## src/rtl/cmac_block_loader.sv

```systemverilog
// Byte-stream to 128-bit word loader for the AES-CMAC message BRAM.
// Packs bytes big-endian, applies 10* padding to a final partial block,
// and reports the message length in bits.
module cmac_block_loader #(
    parameter int unsigned ADDR_W     = 9,
    parameter int unsigned MAX_BLOCKS = 512
) (
    input  logic              clk,
    input  logic              reset,
    input  logic              start,
    input  logic              s_valid,
    input  logic [7:0]        s_data,
    input  logic              s_last,
    output logic              s_ready,
    output logic              wr_en,
    output logic [ADDR_W-1:0] wr_addr,
    output logic [127:0]      wr_data,
    output logic [31:0]       len,
    output logic              load_done,
    output logic              overflow
);

    localparam int unsigned CNT_W  = ADDR_W + 1;
    localparam int unsigned WORD_W = 128;
    localparam int unsigned LANES  = 16;
    localparam logic [CNT_W-1:0] CNT_MAX = CNT_W'(MAX_BLOCKS);

    typedef enum logic [2:0] {
        IDLE,
        FILL,
        WRITE,
        DONE,
        ERR
    } state_t;

    state_t             state_q;
    state_t             state_n;
    logic [3:0]         idx_q;
    logic [CNT_W-1:0]   cnt_q;
    logic [WORD_W-1:0]  word_q;
    logic               last_q;

    logic               accept_c;
    logic               blk_end_c;
    logic               at_max_c;
    logic [WORD_W-1:0]  packed_c;

    // Handshake and block-completion decode
    assign s_ready   = (state_q == FILL) & ~start;
    assign accept_c  = s_valid & s_ready;
    assign blk_end_c = accept_c & ((idx_q == 4'd15) | s_last);
    assign at_max_c  = (cnt_q == CNT_MAX);

    // Word with the incoming byte inserted; on s_last the next lane gets the 0x80 pad marker.
    // Lanes above that are already zero because word_q is cleared at every block boundary.
    always_comb begin
        packed_c = word_q;
        for (int i = 0; i < int'(LANES); i++) begin
            if (idx_q == 4'(i)) begin
                packed_c[8*(15-i) +: 8] = s_data;
            end else if (s_last && (int'(idx_q) + 1 == i)) begin
                packed_c[8*(15-i) +: 8] = 8'h80;
            end
        end
    end

    // State register
    always_ff @(posedge clk or posedge reset) begin
        if (reset) begin
            state_q <= IDLE;
        end else begin
            state_q <= state_n;
        end
    end

    // Next-state logic
    always_comb begin
        state_n = state_q;
        if (start) begin
            state_n = FILL;
        end else begin
            unique case (state_q)
                IDLE:    state_n = IDLE;
                FILL:    if (blk_end_c) state_n = WRITE;
                WRITE: begin
                    if (at_max_c)    state_n = ERR;
                    else if (last_q) state_n = DONE;
                    else             state_n = FILL;
                end
                DONE:    state_n = DONE;
                ERR:     state_n = ERR;
                default: state_n = IDLE;
            endcase
        end
    end

    // Datapath, counters and registered outputs
    always_ff @(posedge clk or posedge reset) begin
        if (reset) begin
            idx_q     <= 4'd0;
            cnt_q     <= '0;
            word_q    <= '0;
            last_q    <= 1'b0;
            wr_en     <= 1'b0;
            wr_addr   <= '0;
            wr_data   <= '0;
            len       <= 32'd0;
            load_done <= 1'b0;
            overflow  <= 1'b0;
        end else if (start) begin
            idx_q     <= 4'd0;
            cnt_q     <= '0;
            word_q    <= '0;
            last_q    <= 1'b0;
            wr_en     <= 1'b0;
            len       <= 32'd0;
            load_done <= 1'b0;
            overflow  <= 1'b0;
        end else begin
            wr_en <= 1'b0;
            unique case (state_q)
                FILL: begin
                    if (accept_c) begin
                        len <= len + 32'd8;
                        if (blk_end_c) begin
                            // Write is presented during the WRITE cycle; suppressed when the BRAM is full
                            wr_en   <= ~at_max_c;
                            wr_addr <= cnt_q[ADDR_W-1:0];
                            wr_data <= packed_c;
                            word_q  <= '0;
                            idx_q   <= 4'd0;
                            last_q  <= s_last;
                        end else begin
                            word_q <= packed_c;
                            idx_q  <= idx_q + 4'd1;
                        end
                    end
                end
                WRITE: begin
                    if (at_max_c) begin
                        overflow <= 1'b1;
                    end else begin
                        cnt_q <= cnt_q + CNT_W'(1);
                        if (last_q) load_done <= 1'b1;
                    end
                end
                default: ;
            endcase
        end
    end

endmodule

```

## config.mk

```make
export PLATFORM = sky130hd
export DESIGN_NAME = cmac_block_loader
export DESIGN_NICKNAME = d
export VERILOG_FILES = /design/src/rtl/cmac_block_loader.sv
export SDC_FILE = /design/constraint.sdc
export NUM_CORES = 1
export LEC_CHECK = 0
export CAP_MARGIN = 20
export CELL_PAD_IN_SITES_DETAIL_PLACEMENT = 1
export CELL_PAD_IN_SITES_GLOBAL_PLACEMENT = 2
export CORE_ASPECT_RATIO = 1.5
export CORE_MARGIN = 8
export CORE_UTILIZATION = 39
export CTS_CLUSTER_SIZE = 30
export DETAILED_ROUTE_END_ITERATION = 8
export HOLD_SLACK_MARGIN = 0.08
export PLACE_DENSITY = 0.82
export SLEW_MARGIN = 20
export SYNTH_ARGS = -nofsm -noshare
export SYNTH_HDL_FRONTEND = slang
export SYNTH_SLANG_ARGS = --single-unit
export TNS_END_PERCENT = 50
```

## constraint.sdc

```tcl
create_clock -name clk -period 21 [get_ports clk]
set_clock_uncertainty 0.1 [all_clocks]
set_input_delay 4.2 -clock clk [delete_from_list [all_inputs] [get_ports clk]]
set_output_delay 4.2 -clock clk [all_outputs]
set_load 0.02 [all_outputs]
```

---- Word-level counts from Yosys, hierarchy flattened ----
Index checks and enable logic that the tools add are counted.
operators by class
  add/subtract/negate cells ............... 4
  multiplexer cells ....................... 66
  bitwise gates (word level) .............. 6
  reductions and logical operators ........ 30
  equality and inequality tests ........... 37
operators by type and width
  kind                   number
  $mux 128               4
  $mux 8                 32
  $eq 32x5->1 const B    7
  $eq 32x4->1 const B    4
  $mux 32                3
  $eq 32x3->1 const B    2
  $add 32x4->32 const B  1
  $eq 32x2->1 const B    1
  $eq 4x4->1 const B     8
  $logic_not 32->1       1
  $mux 10                3
  $eq 4x3->1 const B     4
  $logic_and 1x1->1      16
  $mux 4                 4
  $mux 1                 15
  $pmux 3 s4             1
  $reduce_bool 2->1      6
  $add 10x1->10 const B  1
  $eq 10x10->1 const B   1
  $mux 3                 3
  $eq 4x2->1 const B     2
  $eq 3x2->1 const B     2
  $reduce_and 2->1       3
  $reduce_and 3->1       2
  14 further kinds       17
word-level totals
  logic and storage cells ................. 154
  bits in registers ....................... 318

---- Depth between registers and ports, before layout ----
  depth in word-level cells ............... 9
  gate-level depth with buffers ........... 9

---- Worst setup path before layout ----
Ideal clock, no wire load.
  path kind ............................... input to output
  from .................................... in start
  to ...................................... out s_ready
  data required time ...................... 16.700 ns
  cell stages on the path ................. 4
  slack ................................... 11.555 ns
  arrival ................................. 5.145 ns
  buffers on the path ..................... 2
  cell sequence ........................... buf_6 > or4b_4 > buf_6 > inv_2
between the ends
  cells in the longest elaborated chain, start to end .. 2
ends and longest elaborated chain
  item                 line  source
  start, declared      10    input logic start,
  $not 1->1 (no line)  -
  $and 1x1->1          49    assign s_ready = (state_q == FILL) & ~start;
  end, declared        14    output logic s_ready,
Every way passes these cells.

---- Final worst setup path ----
Ends and elaborated chain as after synthesis.

==> impl_metrics.yaml <==
hold_path:
  worstHoldStart: "wr_addr[6]$_DFFE_PP0P_"
  hp-class: "reg2reg"
placement:
  place_ws_ns: 10.52
  globalplace.congestion: 0.778
  dpl_cell_area_um2: 16700
  dp_hpwl_mm: 29.5
  io_buffers: 182
final_layout:
  fill_cells: 4006
  syn2layout_area_growth_pct: 22.7
  design_area_um2: 17900
  layout.nets: 1516
  drive_above_1_share: 0.0771
  n_antenna_cell: 0
timing:
  finalHoldWorstSlack_ns: 0.372
  rsz0062_at_grt: "no"
  final_min_period_over_clock_period: 0.499
  finalSetupViolations: 0
  period_minus_slack_ns: 10.48
  worstMarginPinSlew_ns: 1.12
  final-max-slew-violation-count: 0
  slew-limit-headroom: 0.253
  setup-tns-final_ns: 0
  hold_viol_final: 0
  fmax_mhz: 95.5
  fin_ws_ns: 10.52
clocking:
  htreeDepth: 2
  cts_tree: "built"
  cts-root-buf: "clkbuf_16"
  cts_buffer_depth: 3
  post_cts_buffers: 0
  cts_buffers: 34
  clk_pin_slew_ns: 0.06
  post_cts_resized: 0
  cts_hold_buf: 0
  clock_latency_ns: 0.52
  cts.sinks: 315
yosys:
  synthMuxAreaShare: 0.0317
  ys_types: 73
  netlist_area_um2: 14600
  synth.most_common_cell: "dfrtp_1"
  synth_top_family_by_area: "compound AO/OA/AOI/OAI gates"
  synth-adder-area-share: 0.00945
  synth_seq_cells: 315
  yosys.area.top_type: "dfrtp_1"
  synth.top_cell.area_share: 0.541
  synth_area_leaders: "dfrtp_1 (54%), a22o_1 (7.1%), a21oi_1 (3.0%)"
  postSynthCellCount: 1368
  synthTopCellsByCount: "dfrtp_1 (315), a22o_1 (118), nor2_1 (95)"
  synth-compound-area-share: 0.220
  synth_top_flop_cell: "dfrtp_1"
  yosys.area_share.simple: 0.150
  yosysSeqAreaShare: 0.541
  yosys_warnings: 0
  synth_xor_area_frac: 0.00782
  async_reset_ff_frac: 1.00
  synth_edf_count: 0
  syn_area_per_cell_um2: 10.6
pwr:
  swShare: 0.264
  total_power_mw: 1.48
  power.density_nw_per_um2: 82.6
  vdd_drop_max_v: 0.0000395
  leakage_nw: 7.68
  p_switching_mw: 0.389
  seqPwrFrac: 0.443
  power_frac_clock: 0.430
  power_frac_comb: 0.127
  internal_power_mw: 1.09
drt:
  top_layer: "met4"
  vias: 11800
  dr.pass1.iters: 5
  via_per_inst: 5.91
  dr.first_iter.drc_count: 738
  ant_nets: 0
  met3WireLength_mm: 1.88
  wl_per_cell_um: 23.2
  routedLengthMet1_mm: 20.0
  routed_wl_mm: 46.5
  drc: 0
  wl_met2_mm: 23.7
run_status:
  status: "finished, final reports clean"
floorplan:
  ios: 186
  dieArea_um2: 43900
  die_w_um: 174
  core-area_um2: 36800
  chipHeight_um: 253
  start_util: 0.396
  row_count: 86
critical_path:
  critical_path.slowest_cell: "or4b_4"
  cp-start-kind: "input pin"
  cp_slowest_stage_delay_ns: 0.68
  endpoint_kind: "output pin"
  crit_buf_inv: 4
  cp.required_ns: 16.70
  r2r-start: "idx_q[0]$_DFFE_PP0N_"
  crit_chain: "buf_2 > buf_4 > or4b_4 > inv_2 > clkdlybuf4s50_1"
  worstSetupPathType: "in2out"
  setup.worst_path.start: "start"
  path_delay_family: "buffers and inverters"
  arrival_ns: 6.18
  crit_fanout: 55
job:
  cap_violations: 0
global_route:
  grt_pass1_vias: 12700
  grt_max_degree: 123
  antenna_found_initial: 0
  gr-total-overflow: 0
  grt_usage: 0.208
  grt_pass1_wl_mm: 73.9
[state kept, by name, indices dropped and copies added, names as in the netlist]
register	flops
word_q	128
wr_data	128
len	29
cnt_q	10
wr_addr	9
idx_q	4
state_q	3
last_q	1
load_done	1
overflow	1
wr_en	1
[layout by cell type, fill, tap and decap left out, types with 9 or more instances in the layout]
master / n
and2_1: 55
nor2b_1: 11
dfrtp_1: 315
nand3b_1: 10
nor3_1: 10
buf_4: 20
inv_1: 23
a32oi_1: 35
xor2_1: 11
clkdlybuf4s50_1: 175
and3_1: 38
a21oi_1: 86
o21ai_1: 17
a22o_1: 118
nand2_1: 71
mux2i_1: 36
nand4_1: 16
mux2_2: 9
o31ai_1: 13
a221o_1: 28
o21ai_0: 57
nor2_1: 95
nand3_1: 46
a221oi_1: 9
ha_1: 11
clkbuf_16: 37
[layout make-up]
cell class | instances | area, um^2 | area share
clock buffers | 49 | 1040 | 0.0582
clock inverters | 12 | 140 | 0.00784
well taps | 484 | 606 | 0.0339
flip-flops and latches | 315 | 7880 | 0.441
repair buffers | 203 | 1960 | 0.110
multi-input cells | 912 | 6140 | 0.343
inverters | 26 | 105 | 0.00588
[path summary, 6_finish.rpt]
path                                      endpoint  slack [ns]  cells past startpoint
max                                        s_ready       10.52                      5
min                         wr_addr[6]$_DFFE_PP0P_        0.37                      2
max reg2reg                 word_q[61]$_DFFE_PP0N_       17.58                      5
min reg2reg                 wr_addr[6]$_DFFE_PP0P_        0.37                      2
max in group asynchronous      len[29]$_DFFE_PP0N_       14.32                      4
min in group asynchronous  wr_data[99]$_DFFE_PP0P_        4.16                      2
[stage by stage]
step | cells | utilization
CTS | 2000 | 0.485
global route | 2001 | 0.486
floorplan | 1370 | -
global placement | 1939 | 0.452
finish | 2001 | 0.486
detailed placement | 1939 | 0.453
[per-layer routing]
layer	GRT usage	vias to the layer above
met5	0	-
met4	0.0568	0
met3	0.0323	58
met2	0.364	293
met1	0.264	6144
li1	-	5325
[power groups by stage]
stage | Combinational, mW | Clock (mW) | Sequential (mW)
after floorplan | 0.0708 | 0 | 0.692
after global placement | 0.186 | 0 | 0.666
after detailed placement | 0.189 | 0 | 0.666
after CTS | 0.190 | 0.649 | 0.656
after global routing | 0.203 | 0.671 | 0.658
final | 0.187 | 0.635 | 0.655
[tightest hold or removal path, cell delays in order, from the launching register on]
cell	delay, ns
dfrtp_1	0.34
nand2_1	0.05
nand2_1	0.05
[kinds of logic after synthesis]
group / Yosys count
other cells: 1
buf+inv: 143
flops: 315
mux: 45
simple gates: 409
xor+xnor: 13
compound gates: 431
fa+ha+maj: 11
Power figures use the tool's default switching activity.
